$ cat config.mk
export PLATFORM = sky130hd
export DESIGN_NAME = nibble_word_packer_flat
export DESIGN_NICKNAME = d
export VERILOG_FILES = /design/src/rtl/nibble_word_packer_if.sv /design/src/rtl/nibble_word_packer.sv /design/src/flat_wrapper.sv
export SDC_FILE = /design/constraint.sdc
export NUM_CORES = 1
export LEC_CHECK = 0
export CORE_MARGIN = 10
export CORE_UTILIZATION = 52
export CTS_BUF_LIST = sky130_fd_sc_hd__clkbuf_2
export DETAILED_ROUTE_END_ITERATION = 8
export PLACE_DENSITY = 0.81
export RECOVER_POWER = 25
export SLEW_MARGIN = 20
export SYNTH_ARGS = -nofsm -noshare
export SYNTH_HDL_FRONTEND = slang
export SYNTH_SLANG_ARGS = --single-unit
$ cat constraint.sdc
create_clock -name clk -period 3.3 [get_ports clk]
set_input_delay 0.495 -clock clk [delete_from_list [all_inputs] [get_ports clk]]
set_output_delay 0.495 -clock clk [all_outputs]
set_load 0.01 [all_outputs]
$ cat src/rtl/nibble_word_packer_if.sv
// Nibble-in / word-out handshake bundle for nibble_word_packer.
// The slave side is the packer; the master side is whoever drives nibbles and drains words.
interface nibble_word_packer_if;
  logic [3:0]  d;
  logic        d_valid;
  logic        d_ready;
  logic [31:0] word;
  logic        word_valid;
  logic        word_ready;
  logic [3:0]  word_idx;
  logic        word_last;

  modport master (
    output d, d_valid, word_ready,
    input  d_ready, word, word_valid, word_idx, word_last
  );

  modport slave (
    input  d, d_valid, word_ready,
    output d_ready, word, word_valid, word_idx, word_last
  );
endinterface

$ cat src/rtl/nibble_word_packer.sv
// Packs a 4-bit nibble stream MSB-first into 32-bit words, tagged with their index inside a
// 16-word (512-bit) message block, behind a single-entry valid/ready output register.
module nibble_word_packer (
  input  logic                       clk,
  input  logic                       reset,
  nibble_word_packer_if.slave        bus
);

  logic [27:0] acc_q, acc_d;
  logic [2:0]  nib_cnt_q, nib_cnt_d;
  logic [31:0] word_q, word_d;
  logic        word_valid_q, word_valid_d;
  logic [3:0]  word_idx_q, word_idx_d;
  logic [3:0]  blk_cnt_q, blk_cnt_d;

  logic d_ready;
  logic accept;
  logic load;
  logic drain;

  // Only the word-completing nibble can be blocked, and only by a held word that is not draining.
  assign d_ready = !((nib_cnt_q == 3'd7) && word_valid_q && !bus.word_ready);
  assign accept  = bus.d_valid && d_ready;
  assign load    = accept && (nib_cnt_q == 3'd7);
  assign drain   = word_valid_q && bus.word_ready;

  always_comb begin
    acc_d        = acc_q;
    nib_cnt_d    = nib_cnt_q;
    word_d       = word_q;
    word_valid_d = word_valid_q;
    word_idx_d   = word_idx_q;
    blk_cnt_d    = blk_cnt_q;

    if (drain) begin
      word_valid_d = 1'b0;
    end

    // A load on the draining edge overrides the clear above, so there is no bubble.
    if (load) begin
      word_d       = {acc_q, bus.d};
      word_idx_d   = blk_cnt_q;
      word_valid_d = 1'b1;
      blk_cnt_d    = blk_cnt_q + 4'd1;
      nib_cnt_d    = 3'd0;
      acc_d        = 28'd0;
    end else if (accept) begin
      acc_d     = {acc_q[23:0], bus.d};
      nib_cnt_d = nib_cnt_q + 3'd1;
    end
  end

  always_ff @(posedge clk or negedge reset) begin
    if (!reset) begin
      acc_q        <= 28'd0;
      nib_cnt_q    <= 3'd0;
      word_q       <= 32'd0;
      word_valid_q <= 1'b0;
      word_idx_q   <= 4'd0;
      blk_cnt_q    <= 4'd0;
    end else begin
      acc_q        <= acc_d;
      nib_cnt_q    <= nib_cnt_d;
      word_q       <= word_d;
      word_valid_q <= word_valid_d;
      word_idx_q   <= word_idx_d;
      blk_cnt_q    <= blk_cnt_d;
    end
  end

  assign bus.d_ready    = d_ready;
  assign bus.word       = word_q;
  assign bus.word_valid = word_valid_q;
  assign bus.word_idx   = word_idx_q;
  assign bus.word_last  = word_valid_q && (word_idx_q == 4'hF);

endmodule

$ cat src/flat_wrapper.sv
// flat-port wrapper written by rule: the top's interface ports become plain ports
module nibble_word_packer_flat 
  (clk, reset, bus_d, bus_d_valid, bus_word_ready, bus_d_ready, bus_word, bus_word_valid, bus_word_idx, bus_word_last);
  nibble_word_packer_if bus_i ();
  input  logic clk;
  input  logic reset;
  input wire logic [$bits(bus_i.d)-1:0] bus_d;
  input wire logic [$bits(bus_i.d_valid)-1:0] bus_d_valid;
  input wire logic [$bits(bus_i.word_ready)-1:0] bus_word_ready;
  output wire logic [$bits(bus_i.d_ready)-1:0] bus_d_ready;
  output wire logic [$bits(bus_i.word)-1:0] bus_word;
  output wire logic [$bits(bus_i.word_valid)-1:0] bus_word_valid;
  output wire logic [$bits(bus_i.word_idx)-1:0] bus_word_idx;
  output wire logic [$bits(bus_i.word_last)-1:0] bus_word_last;
  assign bus_i.d = bus_d;
  assign bus_i.d_valid = bus_d_valid;
  assign bus_i.word_ready = bus_word_ready;
  assign bus_d_ready = bus_i.d_ready;
  assign bus_word = bus_i.word;
  assign bus_word_valid = bus_i.word_valid;
  assign bus_word_idx = bus_i.word_idx;
  assign bus_word_last = bus_i.word_last;
  nibble_word_packer u_core (.clk(clk), .reset(reset), .bus(bus_i));
endmodule
==> run summary <==
IO buf count: 46
Synthesized instance count: 170
Mapped Nets: 181
CTS Hold Bufs: 0
DR vias/cell: 5.303
Clock power frac: 12.6%
Fmax: 391.1 MHz
Skew-Pair Late Insertion Delay: 470 ps
Met3 WL post-DR: 497 um
IO Count: 47
Fin nets: 233
Initial core utilization: 54.28%
Critical path data arrival time: 2060 ps
Sequential power share: 51.4%
Synthesized cell area: 2808 um^2
Final Cell Area: 3362 um^2
Placed Area: 3304 um^2
Antenna-violating nets left: 0
Synth Register Bits: 72
Ant diodes: 0
Required time worst endpoint: 2800 ps
DRT iter0 DRCs: 64
Max-Cap Viols: 1
CP most frequent cell: ha_1
CP startpoint kind: register
Max Slew Vio Count: 36
Die X: 93.48 um
Die Y: 93.48 um
Status: finished with violations
DP HPWL: 3354 um
Total negative slack: 0 ps
RSZ-0062 raised after global routing: no
Pre-CTS setup slack: 994.4 ps
Critical-path cell list: ha_1 -> ha_1 -> nand3b_1 -> clkdlybuf4s50_1
Commonest non-fill, non-tap cell in the layout: dfrtp_1
Comb pwr share: 36.0%
Final WS setup: 743.4 ps
Share of layout cells above drive strength 1: 25.45%
Switching Power: 831.3 uW
Final Cycle Share: 77.47%
Worst Tran Pin Value: 1729 ps
Post-CTS Setup Bufs: 0
Yosys cell types: 22
Maximum fanout along the worst path: 4
Met1 WL: 2219 um
Max clock buf depth: 2
Root Driver: clkbuf_2
Global-route wire length before repair: 8459 um
Switching Fraction: 30.19%
FP Rows: 26
Worst setup path class: reg -> out
# DRC: 0
Final Skew: 9.961 ps
Area growth from synthesis to layout: 19.74%
Failing checks: capacitance limit, slew limit
Overflow after GRT: 0
Slew margin rel.: -15.27%
Pwr Density: 819.0 nW/um^2
GRT Total Usage: 12.40%
Die area: 8739 um^2
Min Tclk post-route: 2557 ps
Core ar.: 5172 um^2
CP max stage delay: 550 ps
Crit end category: output port
CTS H-Tree Depth: 3
Critical Path Source: u_core.nib_cnt_q[0]
Max VDD drop: 0.4216 mV
P_int: 1.922 mW
Register area share after synthesis: 64.17%
CTS buffer count: 9
Most frequent cells in the layout: dfrtp_1 (72), clkdlybuf4s50_1 (45), a22o_1 (29), mux2_4 (20), mux2_2 (18)
Post-cts resize count: 0
Sink Count: 72
Final Hold Viols: 0
P_leak: 1.581 nW
Per-cell routed wire length: 16.75 um
CTS tree: done
Largest net degree at the start of global routing: 39
Max Used Layer: met4
Routed met2 length: 2168 um
Syn Area/Cell: 16.52 um^2
Setup violators final: 0
Routed via count: 1559
CP max-delay cell: clkdlybuf4s50_1
YS warnings: 0
Clock-pin slew on the worst setup and hold paths: 160 ps
WL final: 4925 um
RR Startpoint: u_core.nib_cnt_q[0]
Vias in the first global route: 1666
Initial antenna violation count: 0
1st-pass router iterations: 3
Hold Crit Class: in -> async
Routability cong.: 0.7243
==> routing by layer <==
layer  vias to the layer above  GRT usage (%)
li1                        729              -
met1                       783          15.40
met2                        43          17.69
met3                         4          7.274
met4                         0          3.856
met5                         -              0
==> power by group through the flow <==
stage	Combinational, mW	Sequential [mW]	Clock, mW
after floorplan	0.471	1.47	0
after global placement	0.990	1.43	0
after detailed placement	1.01	1.44	0
after CTS	1.01	1.42	0.365
after global routing	1.07	1.47	0.407
final	0.990	1.42	0.347
==> critical path, delay by kind of cell (launching register included) <==
family | cells | cell delay [ps]
AND/OR/NAND/NOR | 1 | 150
buffers and inverters | 1 | 550
flip-flops | 1 | 450
adder cells (fa/ha/maj) | 2 | 450
==> synth_stat cells (all sizes together) <==
library cell	number	area (um^2)
buf	8	78.83
nand2b	1	13.76
clkbuf	2	7.510
a22o	29	254.0
mux2	38	503.0
nand2	4	17.52
dfrtp	72	1802
nand3b	1	7.510
a31oi	1	6.260
nand3	2	10.01
nor2b	2	20.02
and4	1	8.760
xor2	3	26.28
ha	3	37.54
nor2	2	7.510
nor3b	1	7.510
==> worst paths after layout <==
kind	endpoint	slack [ps]	cells past startpoint
setup / recovery	bus_d_ready	740	4
hold / removal	u_core.bus.word[30]	450	1
setup reg to reg	u_core.bus.word[14]	1240	6
hold reg to reg	u_core.blk_cnt_q[3]	480	1
max in group asynchronous	u_core.nib_cnt_q[1]	1280	2
min in group clk	u_core.blk_cnt_q[3]	480	1
==> metrics by stage <==
stage,total power [mW],std cells,hold WS [ps],utilization [%]
final,2.754,294,452.5,65.00
after global routing,2.945,294,514.4,65.00
after CTS,2.801,294,37.66,65.09
after detailed placement,2.449,281,453.3,63.88
after global placement,2.415,281,448.8,63.88
after floorplan,1.938,170,199.4,-
==> kinds of logic after synthesis <==
logic type	share of synthesized area, %
flops	64.17
xor+xnor	0.9360
compound gates	9.269
fa+ha+maj	1.337
simple gates	3.298
mux	17.91
buf+inv	3.075
==> state kept, by name, indices dropped and copies added, names as in the netlist <==
register / flops
u_core.bus.word: 32
u_core.bus.word_idx: 4
u_core.blk_cnt_q: 4
u_core.bus.word_valid: 1
u_core.nib_cnt_q: 3
u_core.acc_q: 28
==> area by class of cell <==
class	instances	area (um^2)
flip-flops and latches	72	1802
multi-input cells	88	922.1
repair buffers	51	488.0
fillers	380	1810
well taps	70	87.58
clock inverters	3	12.51
clock buffers	10	50.05
No activity file was read; power rests on OpenSTA's default activity.
